[src/rtl/regression_controller.sv]
// regression_controller: sequences clear, accumulate, mean and coefficient loads of the regression datapath
module regression_controller #(
  parameter int N_SAMPLES = 150,
  parameter int CNT_W = 8
) (
  input  logic             clk,
  input  logic             rst,
  input  logic             start,
  input  logic             abort,
  input  logic             in_valid,
  output logic             in_ready,
  output logic             en,
  output logic             clr_sumx,
  output logic             clr_sumy,
  output logic             clr_sumxy,
  output logic             clr_sumxx,
  output logic             clr_meanx,
  output logic             clr_meany,
  output logic             clr_B0,
  output logic             clr_B1,
  output logic             ld_sumx,
  output logic             ld_sumy,
  output logic             ld_sumxy,
  output logic             ld_sumxx,
  output logic             ld_meanx,
  output logic             ld_meany,
  output logic             ld_B0,
  output logic             ld_B1,
  output logic             busy,
  output logic             done,
  output logic [CNT_W-1:0] sample_cnt
);
  typedef enum logic [2:0] {IDLE, CLEAR, ACCUM, MEAN, COEF, DONE} state_t;
  state_t           state_q, state_d;
  logic [CNT_W-1:0] cnt_q, cnt_d;
  logic             fire, clr_all, ld_sum, ld_mean, ld_coef;
  // abort withholds in_ready so no pair is consumed on the way out
  always_comb begin
    in_ready = (state_q == ACCUM) && !abort;
    fire     = in_ready && in_valid;
    busy     = state_q != IDLE;
    en       = busy;
    done     = state_q == DONE;
    clr_all  = state_q == CLEAR;
    ld_sum   = fire;
    ld_mean  = state_q == MEAN;
    ld_coef  = state_q == COEF;
    {clr_sumx, clr_sumy, clr_sumxy, clr_sumxx} = {4{clr_all}};
    {clr_meanx, clr_meany, clr_B0, clr_B1}     = {4{clr_all}};
    {ld_sumx, ld_sumy, ld_sumxy, ld_sumxx}     = {4{ld_sum}};
    {ld_meanx, ld_meany}                       = {2{ld_mean}};
    {ld_B0, ld_B1}                             = {2{ld_coef}};
    sample_cnt = cnt_q;
  end
  always_comb begin
    state_d = state_q;
    cnt_d   = fire ? cnt_q + CNT_W'(1) : cnt_q;
    case (state_q)
      IDLE:    state_d = (start && !abort) ? CLEAR : IDLE;
      CLEAR:   begin state_d = ACCUM; cnt_d = '0; end
      ACCUM:   state_d = (fire && cnt_q == CNT_W'(N_SAMPLES - 1)) ? MEAN : ACCUM;
      MEAN:    state_d = COEF;
      COEF:    state_d = DONE;
      default: state_d = IDLE;
    endcase
    if (abort && state_q != IDLE) state_d = IDLE;
  end
  always_ff @(posedge clk) begin
    if (rst) begin
      state_q <= IDLE;
      cnt_q   <= '0;
    end else begin
      state_q <= state_d;
      cnt_q   <= cnt_d;
    end
  end
endmodule

[config.mk]
export PLATFORM = sky130hd
export DESIGN_NAME = regression_controller
export DESIGN_NICKNAME = d
export VERILOG_FILES = /design/src/rtl/regression_controller.sv
export SDC_FILE = /design/constraint.sdc
export NUM_CORES = 1
export LEC_CHECK = 0
export CORE_AREA = 4 4 51 44
export CTS_CLUSTER_DIAMETER = 100
export CTS_CLUSTER_SIZE = 16
export DETAILED_ROUTE_END_ITERATION = 12
export DIE_AREA = 0 0 55 48
export PLACE_DENSITY = 0.8
export SYNTH_ARGS = -nofsm -noshare
export SYNTH_HDL_FRONTEND = slang
export SYNTH_SLANG_ARGS = --single-unit
[constraint.sdc]
create_clock -name clk -period 5 [get_ports clk]
set_input_delay 1 -clock clk [delete_from_list [all_inputs] [get_ports clk]]
set_output_delay 1 -clock clk [all_outputs]
set_load 0.1 [all_outputs]
==> key figures <==
Drt
  • WL/cell: 12.4 um
  • DRC Markers: 0
  • Remaining antenna violation count: 0
  • DR vias/cell: 5.33
  • Routed wire length: 1600 um
  • Vias: 687
  • Drt initial violations: 10
  • Pre-Repair DR Iteration Count: 4

GRT
  • First-pass GRT wire length: 2520 um
  • Total GRT Usage: 13.4%
  • Pin count of the biggest net entering global routing: 16
  • Grt total ovfl: 0
  • Initial antenna violation count: 0
  • Vias in the first global route: 581

Synth
  • Mux cell area share after synthesis: 1.40%
  • Number of synthesized flops with an enable pin: 0
  • Synth Instances: 84
  • #FFs+latches synth: 11
  • Main flop type after synthesis: dfxtp_1
  • Post-Synth XOR/XNOR Area: 1.22%
  • Area share of fa/ha/maj cells after synthesis: 4.90%
  • Synth Area in Compound Gates: 14.0%
  • Synth top area cells: dfxtp_1, buf_4, a21oi_1
  • Synth Area per Inst: 8.52 um2
  • Post-Syn Nets: 91
  • Cell taking the most area after synthesis: dfxtp_1
  • Mapped Area: 716 um2
  • Synth cell types: 30
  • Post-synthesis simple-gate area fraction: 29.7%
  • Largest family of logic cells by synthesized area: simple AND/OR/NAND/NOR gates
  • FFs w/ async S/R, synth: 0%
  • Yosys Warn Count: 0
  • Share of the synthesized area in the top cell type: 30.8%
  • Seq/Total Area, Yosys: 30.8%

Worst setup path
  • CP cell instances: clkdlybuf4s50_1, or4b_4, nor2_1, buf_4
  • Worst r2r src: state_q[2]$_SDFF_PP0_
  • Delay-heaviest family, CP: simple AND/OR/NAND/NOR gates
  • CP endpoint kind: output pin
  • Setup CP Type: primary input to output pin
  • Worst setup path endpoint: ld_sumxy
  • CP max stage cell: or4b_4
  • RR Endpoint: sample_cnt[3]$_SDFFE_PP0N_
  • Critical path's largest stage delay: 0.61 ns
  • FF-to-FF setup slack: 3.21 ns
  • R2R depth: 3
  • Worst Setup SP: abort
  • Req. time, crit path: 4.00 ns
  • Worst path depth: 4
  • Sum of buffers and inverters on the critical path: 2
  • Startpoint type of the worst setup path: primary input
  • Crit path DAT: 2.71 ns
  • Critical Path Fanout Max: 15

Clock network
  • Num Clock Sinks: 11
  • Postcts setup bufs: 0
  • Clock buffer depth: 2
  • Register clock-pin slew on the reported worst setup and hold paths: 0.07 ns
  • Total CTS buffers: 3
  • Cts hold-fix bufs: 0
  • Clk_lat worst skew: 0.27 ns
  • CTS tree: built
  • Post-CTS sizing: 0
  • H-tree depth: 1
  • Clk root buf: clkbuf_4

Die
  • Horiz. Die Dim: 55 um
  • Die H: 48 um
  • Die area: 2640 um2
  • Row cnt: 14
  • Core ar.: 1770 um2
  • Initial Util: 40.5%
  • Ports: 33

Timing
  • Slew margin rel.: 34.8%
  • Clk_skew: 0.00143 ns
  • Minimum clock period: 3.71 ns
  • Setup TNS: 0 ns
  • Period utilization: 74.3%
  • Final hold violation count: 0
  • Final setup violation count: 0
  • RSZ-0062 raised after global routing: false
  • Worst-Margin Slew: 0.975 ns
  • Fmax: 269 MHz
  • Max-slew violation count: 0

Job
  • Max Cap Violations: 0

Final layout
  • Layout cell share with drive strength beyond 1: 12.4%
  • NumNets Final: 113
  • Post-layout util: 54.6%
  • Design Area, Final: 966 um2
  • Area growth, synth to finish: 35.0%
  • Diodes inserted: 0
  • Non-filler cells, final: 129
  • Most common cell after layout, fill and taps aside: clkdlybuf4s50_1
  • Commonest cells after routing, fill and taps aside: clkdlybuf4s50_1, dfxtp_1, a21oi_1, nand2_1, buf_4

Place
  • Placed insts: 125
  • # port buffers: 32
  • Gp weighted congestion: 0.755
  • Post-DP Area: 940 um2
  • DP HPWL: 1220 um

Power
  • Lkg Pwr: 0.346 nW
  • Power per cell area: 213 nW/um2
  • Maximum VDD drop: 0.119 mV

Status
  • Status: complete, no violations

Worst hold path
  • Hold Crit Class: flop to flop
-- worst min-delay path by stage --
stage                                     startpoint                    endpoint  cells past startpoint
after floorplan                state_q[2]$_SDFF_PP0_       state_q[1]$_SDFF_PP0_                      2
after global placement    sample_cnt[6]$_SDFFE_PP0N_  sample_cnt[6]$_SDFFE_PP0N_                      2
after detailed placement  sample_cnt[6]$_SDFFE_PP0N_  sample_cnt[6]$_SDFFE_PP0N_                      2
after CTS                 sample_cnt[6]$_SDFFE_PP0N_  sample_cnt[6]$_SDFFE_PP0N_                      2
after global routing      sample_cnt[7]$_SDFFE_PP0N_  sample_cnt[7]$_SDFFE_PP0N_                      2
final                     sample_cnt[7]$_SDFFE_PP0N_  sample_cnt[7]$_SDFFE_PP0N_                      2
-- state kept, by name, summed over array words and instances (netlist names) --
name / cells
sample_cnt: 8
state_q: 3
-- where the power goes --
group,total (mW),internal (mW),switching [mW]
registers,0.0894,0.0883,0.00118
logic,0.0553,0.0133,0.0421
clock network,0.0606,0.0309,0.0296
total,0.205,0.132,0.0729
-- layout make-up --
cell class | instances | area (um2)
Fill cell | 166 | 803
Tap cell | 24 | 30.0
Timing Repair Buffer | 32 | 308
Inverter | 4 | 15.0
Multi-Input combinational cell | 54 | 367
Clock buffer | 4 | 26.3
Sequential cell | 11 | 220
-- per-layer routing --
metal | share of wire (%) | up-vias | global-route usage, % | wire [um]
li1 | - | 337 | - | -
met1 | 43 | 317 | 16.6 | 689
met2 | 48 | 28 | 21.0 | 766
met3 | 7.2 | 5 | 4.05 | 115
met4 | 1.6 | 0 | 7.28 | 26
met5 | 0 | - | 0 | 0
-- worst register-to-register path, delay by kind of cell (launching register included) --
kind / cells / cell delay (ns)
and+or+nand+nor: 2 / 1.20
DFF: 1 / 0.39
AOI/OAI and AO/OA: 1 / 0.14
-- kinds of logic (layout without fill, tap and decap cells) --
kind of cell             after synthesis  count (layout)
AND/OR/NAND/NOR                       32              32
buffers and inverters                 19              40
AO/OA/AOI/OAI                         17              17
flip-flops                            11              11
adder cells (fa/ha/maj)                3               3
XOR/XNOR                               1               1
multiplexers                           1               1
-- metrics by stage --
step | hold slack (ns) | power [mW] | setup slack [ns]
final | 0.521 | 0.205 | 1.29
after global routing | 0.551 | 0.215 | 1.19
after CTS | 0.519 | 0.208 | 1.28
after detailed placement | 0.507 | 0.147 | 1.28
after global placement | 0.505 | 0.146 | 1.32
after floorplan | 0.506 | 0.137 | 0.446
-- synthesized netlist by cell type (all sizes together) (3+ instances only) --
cell type	instances
a21oi	8
buf	15
dfxtp	11
inv	4
nand2	5
nand4	3
o21ai	3
o31ai	4
or3	3
or4	4
(Power assumes the default switching activity.)
